===== src/rtl/audio_dac_serializer_pkg.sv =====
// Shared types and defaults for the I2S DAC serializer slice.
package audio_dac_pkg;
  localparam int   DEF_DATA_W     = 16;
  localparam int   DEF_FIFO_DEPTH = 8;
  localparam logic LRCK_LEFT      = 1'b0;

  typedef enum logic [1:0] {S_IDLE, S_SYNC, S_SHIFT, S_PAD} state_t;
endpackage


===== src/rtl/audio_dac_serializer_if.sv =====
// Stereo PCM frame stream (valid/ready) feeding the DAC serializer.
interface audio_dac_serializer_if
  import audio_dac_pkg::*;
  #(parameter int DATA_W = DEF_DATA_W);
  logic              s_valid;
  logic              s_ready;
  logic [DATA_W-1:0] s_left;
  logic [DATA_W-1:0] s_right;

  modport master (output s_valid, output s_left, output s_right, input s_ready);
  modport slave  (input s_valid, input s_left, input s_right, output s_ready);
endinterface


===== src/rtl/audio_frame_fifo.sv =====
// Synchronous frame FIFO; head word is read straight from the register array.
module audio_frame_fifo #(
  parameter int WIDTH = 32,
  parameter int DEPTH = 8,
  localparam int AW = $clog2(DEPTH),
  localparam int LW = AW + 1
) (
  input  logic             clk_clk,
  input  logic             reset_reset_n,
  input  logic             push,
  input  logic [WIDTH-1:0] wr_data,
  input  logic             pop,
  output logic [WIDTH-1:0] rd_data,
  output logic             full,
  output logic             empty,
  output logic [LW-1:0]    level
);
  logic [WIDTH-1:0] mem [DEPTH];
  logic [AW-1:0]    wr_ptr, rd_ptr;
  logic [LW-1:0]    count;
  logic             do_push, do_pop;

  assign full    = (count == LW'(DEPTH));
  assign empty   = (count == '0);
  assign do_push = push && !full;
  assign do_pop  = pop && !empty;
  assign rd_data = mem[rd_ptr];
  assign level   = count;

  always_ff @(posedge clk_clk or negedge reset_reset_n) begin
    if (!reset_reset_n) begin
      wr_ptr <= '0;
      rd_ptr <= '0;
      count  <= '0;
    end else begin
      if (do_push) wr_ptr <= wr_ptr + 1'b1;
      if (do_pop)  rd_ptr <= rd_ptr + 1'b1;
      case ({do_push, do_pop})
        2'b10:   count <= count + 1'b1;
        2'b01:   count <= count - 1'b1;
        default: count <= count;
      endcase
    end
  end

  always_ff @(posedge clk_clk) begin
    if (do_push) mem[wr_ptr] <= wr_data;
  end
endmodule


===== src/rtl/audio_dac_serializer.sv =====
// I2S DAC serializer slaved to codec BCLK/DACLRCK, fed from a frame FIFO.
// Optional AUDIO_DAC_UNDERRUN_CNT_EN adds a saturating underrun_cnt output.
//
// state   | meaning
// S_IDLE  | disabled, DACDAT held low
// S_SYNC  | enabled, waiting for the first left-channel boundary
// S_SHIFT | shifting the current word out MSB-first
// S_PAD   | word finished, zeros until the next boundary
module audio_dac_serializer
  import audio_dac_pkg::*;
  #(
  parameter int DATA_W      = DEF_DATA_W,
  parameter int FIFO_DEPTH  = DEF_FIFO_DEPTH,
  parameter int SYNC_STAGES = 2
) (
  input  logic                        clk_clk,
  input  logic                        reset_reset_n,
  input  logic                        enable,
  audio_dac_serializer_if.slave       s,
  input  logic                        BCLK,
  input  logic                        DACLRCK,
  output logic                        DACDAT,
  output logic [$clog2(FIFO_DEPTH):0] fifo_level,
`ifdef AUDIO_DAC_UNDERRUN_CNT_EN
  output logic [15:0]                 underrun_cnt,
`endif
  output logic                        underrun
);
  localparam int BW = $clog2(DATA_W);

  logic [SYNC_STAGES-1:0] bclk_sync, lrck_sync;
  logic                   bclk_d, rise_q, fall_q;
  logic                   lrck_cur, lrck_prev, boundary;
  state_t                 state, state_nxt;
  logic [DATA_W-1:0]      shreg, hold, word_in;
  logic [BW-1:0]          bitcnt;
  logic                   dat_q, underrun_q;
  logic                   load_left, load_right, shift, pad;
  logic                   pop, underrun_evt;
  logic [2*DATA_W-1:0]    head;
  logic                   fifo_full, fifo_empty;

  audio_frame_fifo #(.WIDTH(2*DATA_W), .DEPTH(FIFO_DEPTH)) u_fifo (
    .clk_clk       (clk_clk),
    .reset_reset_n (reset_reset_n),
    .push          (s.s_valid),
    .wr_data       ({s.s_left, s.s_right}),
    .pop           (pop),
    .rd_data       (head),
    .full          (fifo_full),
    .empty         (fifo_empty),
    .level         (fifo_level)
  );

  assign s.s_ready = !fifo_full;

  // Edge strobes are registered so DACDAT moves SYNC_STAGES+2 clocks after the pin fall.
  always_ff @(posedge clk_clk or negedge reset_reset_n) begin
    if (!reset_reset_n) begin
      bclk_sync <= '0;
      lrck_sync <= '0;
      bclk_d    <= 1'b0;
      rise_q    <= 1'b0;
      fall_q    <= 1'b0;
      lrck_cur  <= 1'b0;
      lrck_prev <= 1'b0;
    end else begin
      bclk_sync <= {bclk_sync[SYNC_STAGES-2:0], BCLK};
      lrck_sync <= {lrck_sync[SYNC_STAGES-2:0], DACLRCK};
      bclk_d    <= bclk_sync[SYNC_STAGES-1];
      rise_q    <= bclk_sync[SYNC_STAGES-1] & ~bclk_d;
      fall_q    <= ~bclk_sync[SYNC_STAGES-1] & bclk_d;
      if (rise_q) lrck_cur  <= lrck_sync[SYNC_STAGES-1];
      if (fall_q) lrck_prev <= lrck_cur;
    end
  end

  assign boundary = (lrck_cur != lrck_prev);

  always_comb begin
    state_nxt  = state;
    load_left  = 1'b0;
    load_right = 1'b0;
    shift      = 1'b0;
    pad        = 1'b0;
    if (!enable) begin
      state_nxt = S_IDLE;
    end else begin
      case (state)
        S_IDLE: state_nxt = S_SYNC;
        S_SYNC: begin
          if (fall_q && boundary && (lrck_cur == LRCK_LEFT)) begin
            load_left = 1'b1;
            state_nxt = S_SHIFT;
          end
        end
        S_SHIFT, S_PAD: begin
          if (fall_q) begin
            if (boundary) begin
              load_left  = (lrck_cur == LRCK_LEFT);
              load_right = (lrck_cur != LRCK_LEFT);
              state_nxt  = S_SHIFT;
            end else if ((state == S_SHIFT) && (bitcnt != '0)) begin
              shift = 1'b1;
              if (bitcnt == BW'(1)) state_nxt = S_PAD;
            end else begin
              pad       = 1'b1;
              state_nxt = S_PAD;
            end
          end
        end
        default: state_nxt = S_IDLE;
      endcase
    end
  end

  assign pop          = load_left && !fifo_empty;
  assign underrun_evt = load_left && fifo_empty;
  assign word_in      = load_left ? (fifo_empty ? '0 : head[2*DATA_W-1:DATA_W]) : hold;

  always_ff @(posedge clk_clk or negedge reset_reset_n) begin
    if (!reset_reset_n) begin
      state      <= S_IDLE;
      shreg      <= '0;
      hold       <= '0;
      bitcnt     <= '0;
      dat_q      <= 1'b0;
      underrun_q <= 1'b0;
    end else begin
      state <= state_nxt;
      if (load_left || load_right) begin
        dat_q  <= word_in[DATA_W-1];
        shreg  <= {word_in[DATA_W-2:0], 1'b0};
        bitcnt <= BW'(DATA_W-1);
        if (load_left) hold <= fifo_empty ? '0 : head[DATA_W-1:0];
      end else if (shift) begin
        dat_q  <= shreg[DATA_W-1];
        shreg  <= {shreg[DATA_W-2:0], 1'b0};
        bitcnt <= bitcnt - 1'b1;
      end else if (pad || (state == S_IDLE) || (state == S_SYNC)) begin
        dat_q <= 1'b0;
      end
      if (!enable)           underrun_q <= 1'b0;
      else if (underrun_evt) underrun_q <= 1'b1;
    end
  end

  // Output gated by enable so disabling silences the pin without waiting a clock.
  assign DACDAT   = dat_q & enable;
  assign underrun = underrun_q;

`ifdef AUDIO_DAC_UNDERRUN_CNT_EN
  logic [15:0] ur_cnt;

  always_ff @(posedge clk_clk or negedge reset_reset_n) begin
    if (!reset_reset_n)                          ur_cnt <= '0;
    else if (!enable)                            ur_cnt <= '0;
    else if (underrun_evt && (ur_cnt != 16'hFFFF)) ur_cnt <= ur_cnt + 1'b1;
  end

  assign underrun_cnt = ur_cnt;
`endif
endmodule


===== src/flat_wrapper.sv =====
// flat-port wrapper written by rule: the top's interface ports become plain ports
module audio_dac_serializer_flat import audio_dac_pkg::*;
#(
  parameter int DATA_W      = DEF_DATA_W,
  parameter int FIFO_DEPTH  = DEF_FIFO_DEPTH,
  parameter int SYNC_STAGES = 2
)
  (clk_clk, reset_reset_n, enable, BCLK, DACLRCK, DACDAT, fifo_level, underrun, s_s_valid, s_s_left, s_s_right, s_s_ready);
  audio_dac_serializer_if #(.DATA_W(DATA_W)) s_i ();
  input  logic clk_clk;
  input  logic reset_reset_n;
  input  logic enable;
  input  logic BCLK;
  input  logic DACLRCK;
  output logic DACDAT;
  output logic [$clog2(FIFO_DEPTH):0] fifo_level;
  output logic underrun;
  input wire logic [$bits(s_i.s_valid)-1:0] s_s_valid;
  input wire logic [$bits(s_i.s_left)-1:0] s_s_left;
  input wire logic [$bits(s_i.s_right)-1:0] s_s_right;
  output wire logic [$bits(s_i.s_ready)-1:0] s_s_ready;
  assign s_i.s_valid = s_s_valid;
  assign s_i.s_left = s_s_left;
  assign s_i.s_right = s_s_right;
  assign s_s_ready = s_i.s_ready;
  audio_dac_serializer #(.DATA_W(DATA_W), .FIFO_DEPTH(FIFO_DEPTH), .SYNC_STAGES(SYNC_STAGES)) u_core (.clk_clk(clk_clk), .reset_reset_n(reset_reset_n), .enable(enable), .s(s_i), .BCLK(BCLK), .DACLRCK(DACLRCK), .DACDAT(DACDAT), .fifo_level(fifo_level), .underrun(underrun));
endmodule

===== config.mk =====
export PLATFORM = sky130hd
export DESIGN_NAME = audio_dac_serializer_flat
export DESIGN_NICKNAME = d
export VERILOG_FILES = /design/src/rtl/audio_dac_serializer_pkg.sv /design/src/rtl/audio_dac_serializer_if.sv /design/src/rtl/audio_frame_fifo.sv /design/src/rtl/audio_dac_serializer.sv /design/src/flat_wrapper.sv
export SDC_FILE = /design/constraint.sdc
export NUM_CORES = 1
export LEC_CHECK = 0
export ABC_CLOCK_PERIOD_IN_PS = 4100
export CAP_MARGIN = 40
export CORE_MARGIN = 2
export CORE_UTILIZATION = 55
export CTS_CLUSTER_DIAMETER = 60
export DETAILED_ROUTE_END_ITERATION = 16
export HOLD_SLACK_MARGIN = 0.03
export PLACE_DENSITY = 0.76
export SKIP_CTS_REPAIR_TIMING = 1
export SYNTH_ARGS = -nofsm -noshare
export SYNTH_HDL_FRONTEND = slang
export SYNTH_SLANG_ARGS = --single-unit

===== constraint.sdc =====
create_clock -name clk_clk -period 4.1 [get_ports clk_clk]
set_input_delay 0.82 -clock clk_clk [delete_from_list [all_inputs] [get_ports clk_clk]]
set_output_delay 0.82 -clock clk_clk [all_outputs]
set_load 0.02 [all_outputs]

==> metrics.yaml, run 1 <==
finalSetupTns_ps: 0
synthArstFlopShare_pct: 18.5
synth_edf_count: 256
io_pins: 45
drtAntennaViolNets: 0
overflow: 0
die_area_um2: 23500
htreeDepth: 2
initial_utilization_pct: 56.1
drt_wl_total_um: 23500
dpl.hpwl_um: 13700
fin_crit_ps: 3010
slowest_stage: "clkdlybuf4s50_1"
antenna_found_initial: 0
cap_viol_max_count: 0
ys_seq_elements: 314
critPathMostFrequentCell: "clkdlybuf4s50_1"
via_per_inst: 6.05
nNetsFinal: 747
power_density_nw_per_um2: 634
cts_sinks: 314
synth_cell_type_count: 46
end_kind: "output port"
drc: 0
maxSlewViolCount: 0
antennaDiodeCount: 0
fin_cells: 1004
path_clk_slew_ps: 60
ir_worst_vdd_mv: 0.310
fmax_ghz: 0.332
outcome: "finished, final reports clean"
arrival_ps: 2190
clock_path_buffers: 3
max_stage_delay_ps: 610
worst_setup_path_start_kind: "primary input"
numCtsBuffers: 34
rsz0062_at_grt: "false"
dieHeight_um: 153
ys_seq_area_share_pct: 74.4
worstPathRequired_ps: 3280
crit_chain: "clkdlybuf4s50_1 > and2_1 > clkdlybuf4s50_1"
dr.pass1.iters: 5
setup_violations: 0
hold_violations: 0
mappedNetlistArea_um2: 12300
fp.dieW_um: 153
wl_per_cell_um: 23.4
nFillCells: 1451
grt_first_pass_wirelength_um: 37500
tightest_slew_ps: 835
fin_worst_skew_ps: 11.1
rows: 54
hp-class: "in -> async"
core_um2: 21900
cp_num_buf_inv: 2
grt_usage_pct: 21.0
ys.warnings.count: 0
syn_avg_cell_area_um2: 19.5
total_leakage_power_nw: 4.81
gp_congestion: 0.843
slew_headroom_pct: 44.3
area_growth_pct: 16.0
synth_cells: 631
finalCritPeriodShare_pct: 73.4
cts_tree: "built"
syn_nets: 678
clock-root-buffer: "clkbuf_16"
io_buffers: 44
ys.flop_type: "edfxtp_1"
grt_pass1_vias: 6580
placed_cells: 943
cp_top_family: "buffers and inverters"
cp_max_fo: 9
clock_latency_ps: 510
critPathKind: "in -> out"
grt_max_degree: 46
drtIter0Drc: 439
vias: 6077
layout-drive-gt1-share_pct: 23.2
through the flow:
| stage | setup WS, ps | hold slack (ps) | area, µm² | power (mW) | util (%) |
|---|---|---|---|---|---|
| 2_1_floorplan | 249 | 331 | 12300 | 5.52 | - |
| 3_3_place_gp | 1020 | 347 | 13100 | 6.06 | 59.9 |
| 3_5_place_dp | 956 | 342 | 13100 | 6.16 | 60.0 |
| 4_1_cts | 1090 | 363 | 14200 | 9.12 | 65.0 |
| 5_1_grt | 942 | 113 | 14200 | 9.41 | 65.1 |
| 6_report | 1090 | 117 | 14200 | 9.03 | 65.1 |
cells in the mapped netlist (2+ instances only):
master	n	area, µm²
edfxtp_1	256	7690
mux4_2	64	1440
dfrtp_1	58	1450
mux2i_1	35	350
nand2_1	28	105
o21ai_0	22	110
nor2_1	18	67.6
buf_2	14	70.1
o221a_2	13	146
o22ai_1	13	81.3
clkbuf_1	12	45.0
a21oi_1	9	45.0
ha_1	9	113
nor3_1	8	40.0
xnor2_1	7	61.3
inv_1	6	22.5
nand2b_1	6	37.5
nand3_1	5	25.0
nor2b_1	4	25.0
nor3b_1	4	30.0
xor2_1	4	35.0
buf_1	3	11.3
mux2_2	3	33.8
nand3b_1	3	22.5
a21boi_0	2	15.0
a2bb2oi_1	2	17.5
and2_1	2	12.5
and3_1	2	12.5
buf_6	2	22.5
worst reg2reg max path, stage by stage, from the launching register on:
cell and delay [ps]:
dfrtp_1 430, ha_1 370, or4b_4 560, a221o_1 330
inv_1 80, ha_1 240, xor2_1 100, ha_1 190
a21oi_1 170, xor2_1 180, nor2_1 70, xor2_1 140
per-layer routing:
layer  part of all wire, %  vias up  track usage [%]
met1                    41     3175             28.3
met2                    52      189             35.4
met5                     0        -                0
met4                   1.9        0             6.20
met3                   4.9       32             3.83
li1                      -     2681                -
kinds of logic (layout without fill, tap and decap cells):
logic type / Yosys count / after routing / share of synthesized area [%]
DFF: 314 / 314 / 74.4
muxes: 102 / 102 / 14.9
and+or+nand+nor: 89 / 89 / 3.67
AOI/OAI and AO/OA: 68 / 68 / 3.85
buffers and inverters: 38 / 131 / 1.46
xor gates and xnor gates: 11 / 11 / 0.785
adders and majority gates: 9 / 9 / 0.917
path summary, 6_finish.rpt:
| kind | start | to | slack, ps | cells after the start |
|---|---|---|---|---|
| max | enable | DACDAT | 1090 | 3 |
| max in group asynchronous | reset_reset_n | u_core.u_fifo.rd_ptr[1]$_DFFE_PN0P_ | 3230 | 3 |
| max reg2reg | u_core.lrck_cur$_DFFE_PN0P_ | u_core.u_fifo.level[2]$_DFFE_PN0P_ | 1140 | 11 |
| min reg2reg | u_core.lrck_sync[0]$_DFF_PN0_ | u_core.lrck_sync[1]$_DFF_PN0_ | 360 | 0 |
| min in group clk_clk | u_core.lrck_sync[0]$_DFF_PN0_ | u_core.lrck_sync[1]$_DFF_PN0_ | 360 | 0 |
| min | reset_reset_n | u_core.u_fifo.level[1]$_DFFE_PN0P_ | 120 | 1 |
sequential cells by signal, indices dropped and copies added, names as in the netlist, 2 cells and up:
| name | cells |
|---|---|
| u_core.u_fifo.level | 4 |
| u_core.state | 2 |
| u_core.lrck_sync | 2 |
| u_core.u_fifo.mem | 256 |
| u_core.u_fifo.wr_ptr | 3 |
| u_core.bclk_sync | 2 |
| u_core.shreg | 15 |
| u_core.hold | 16 |
| u_core.bitcnt | 4 |
| u_core.u_fifo.rd_ptr | 3 |
final cells by class:
cell class,count,area [µm²],share of cell area [%]
repair buffers,65,618,4.34
clock inverters,19,204,1.43
well taps,280,350,2.46
flip-flops and latches,314,9150,64.2
inverters,6,22.5,0.158
multi-input cells,279,3020,21.2
clock buffers,41,887,6.23
report_power, final:
part | switching (mW) | internal (mW) | total (mW)
sequential | 0.392 | 4.06 | 4.45
clock | 1.20 | 1.75 | 2.95
combinational | 0.834 | 0.801 | 1.63
layout by cell type (no fill, tap or decap), types with 7 or more instances in the layout:
cell type / instances
clkinv_2: 8
o221a_2: 13
o21ai_0: 22
xnor2_1: 7
dfrtp_1: 55
o22ai_1: 13
nand2_1: 28
a21oi_1: 9
ha_1: 9
clkbuf_16: 34
nor2_1: 15
mux2i_1: 35
buf_4: 19
clkdlybuf4s50_1: 43
edfxtp_1: 256
mux4_2: 64
(Power assumes the default switching activity.)
==> run 2: changes to the inputs <==
--- a/config.mk
+++ b/config.mk
@@ -5,7 +5,7 @@
 export SDC_FILE = /design/constraint.sdc
 export NUM_CORES = 1
 export LEC_CHECK = 0
-export ABC_CLOCK_PERIOD_IN_PS = 4100
+export ABC_CLOCK_PERIOD_IN_PS = 2500
 export CAP_MARGIN = 40
 export CORE_MARGIN = 2
 export CORE_UTILIZATION = 55
==> constraint.sdc (replaced) <==
create_clock -name clk_clk -period 2.5 [get_ports clk_clk]
set_input_delay 0.5 -clock clk_clk [delete_from_list [all_inputs] [get_ports clk_clk]]
set_output_delay 0.5 -clock clk_clk [all_outputs]
set_load 0.02 [all_outputs]
==> metrics.yaml, run 2 (synthesized netlist as in run 1, its figures left out) <==
placed_cells: 962
worstPathRequired_ps: 2930
cts_sinks: 314
violations: "setup timing"
nFillCells: 1367
wl_per_cell_um: 23.5
p_total_mw: 14.9
dieHeight_um: 153
grt_first_pass_wirelength_um: 37400
r2r_setup_slack_ps: -120
crit_path_end: "u_core.u_fifo.level[2]$_DFFE_PN0P_"
largest-register: "u_core.u_fifo.mem"
path_clk_slew_ps: 60
gp_congestion: 0.827
fin_cells: 1021
overflow: 0
area_growth_pct: 18.7
via_per_inst: 6.08
layout-drive-gt1-share_pct: 26.7
tightest_slew_ps: 641
critPathKind: "reg -> reg"
final_common_cell: "edfxtp_1"
nNetsFinal: 764
vias: 6204
outcome: "finished with violations"
pre_cts_ws_ps: -109
total_leakage_power_nw: 4.92
rr_endpoint: "u_core.u_fifo.level[2]$_DFFE_PN0P_"
top_regs: "u_core.u_fifo.mem x256, u_core.hold x16, u_core.shreg x15"
grt_usage_pct: 20.8
fp.dieW_um: 153
largest_reg_flops: 256
timing.rr.start: "u_core.lrck_prev$_DFFE_PN0P_"
maxSlewViolCount: 0
dpl.hpwl_um: 14100
r2r_cells: 12
io_buffers: 44
grt_pass1_vias: 6528
rows: 54
cap_viol_max_count: 0
fmax_ghz: 0.382
cts_tree: "built"
power_density_nw_per_um2: 1020
clock-root-buffer: "clkbuf_16"
hp-class: "reg -> reg"
fin_util_pct: 66.6
hold_violations: 0
worst_slack_ps: -118
ir_worst_vdd_mv: 0.566
end_kind: "register"
slew_headroom_pct: 57.3
dr.pass1.iters: 5
final_cell_mix: "edfxtp_1, mux4_2, dfrtp_1, clkdlybuf4s50_1, mux2i_1"
drt_wl_total_um: 24000
fin_crit_ps: 2620
finalCritPeriodShare_pct: 105
arrival_ps: 3050
htreeDepth: 1
core_um2: 21900
drc: 0
placed_cell_area_um2: 13500
numCtsBuffers: 31
rsz0062_at_grt: "true"
worst_setup_path_start_kind: "register"
io_pins: 45
drtAntennaViolNets: 0
die_area_um2: 23500
clock_latency_ps: 550
design_area_um2: 14600
drtIter0Drc: 434
initial_utilization_pct: 56.1
cp_max_fo: 2
startpoint: "u_core.lrck_prev$_DFFE_PN0P_"
grt_max_degree: 50
antennaDiodeCount: 0
clock_path_buffers: 3
setup_violations: 3
antenna_found_initial: 0
fin_worst_skew_ps: 9.57
-- run 2: worst min-delay path by stage --
stage / cells past startpoint / end / startpoint / slack, ps
global route: 0 / u_core.bclk_sync[1]$_DFF_PN0_ / u_core.bclk_sync[0]$_DFF_PN0_ / 370
floorplan: 0 / u_core.bclk_d$_DFF_PN0_ / reset_reset_n / 200
finish: 0 / u_core.bclk_sync[1]$_DFF_PN0_ / u_core.bclk_sync[0]$_DFF_PN0_ / 360
CTS: 1 / u_core.u_fifo.wr_ptr[0]$_DFFE_PN0P_ / reset_reset_n / -30
detailed placement: 0 / u_core.bclk_sync[1]$_DFF_PN0_ / u_core.bclk_sync[0]$_DFF_PN0_ / 340
global placement: 0 / u_core.lrck_sync[1]$_DFF_PN0_ / u_core.lrck_sync[0]$_DFF_PN0_ / 350
-- run 2: layout make-up --
cell class              count  area, µm²  share of cell area (%)
well taps                 280        350                    2.40
multi-input cells         279       3100                    21.3
flip-flops and latches    314       9150                    62.8
clock buffers              42        867                    5.95
repair buffers             85        927                    6.36
inverters                   6       25.0                   0.172
clock inverters            15        154                    1.06
-- run 2: per-stage QoR --
step           hold WS, ps  TNS, ps
4_1_cts              -26.6     -376
5_1_grt                373     -504
3_5_place_dp           343     -218
3_3_place_gp           345    -49.6
2_1_floorplan          204   -27350
6_report               363     -198
-- run 2: routing by layer --
layer	vias to the layer above	GRT usage (%)	wire length, µm
li1	2729	-	-
met1	3215	28.1	9880
met2	207	35.1	12100
met3	53	3.46	1360
met4	0	6.99	678
met5	-	0	0
-- run 2: power breakdown --
part / switching [mW] / internal [mW] / total, mW
clock: 1.85 / 2.72 / 4.57
combinational: 1.58 / 1.50 / 3.08
sequential: 0.547 / 6.66 / 7.21
total: 3.97 / 10.9 / 14.9
-- run 2: critical path, stage by stage, from the launching register on --
cell,delay [ps]
dfrtp_1,380
inv_2,80
ha_4,200
or4b_4,520
a221o_1,360
inv_4,80
ha_4,130
xor2_1,60
ha_1,200
a21oi_2,110
xor2_1,160
nor2_1,70
xor2_1,130
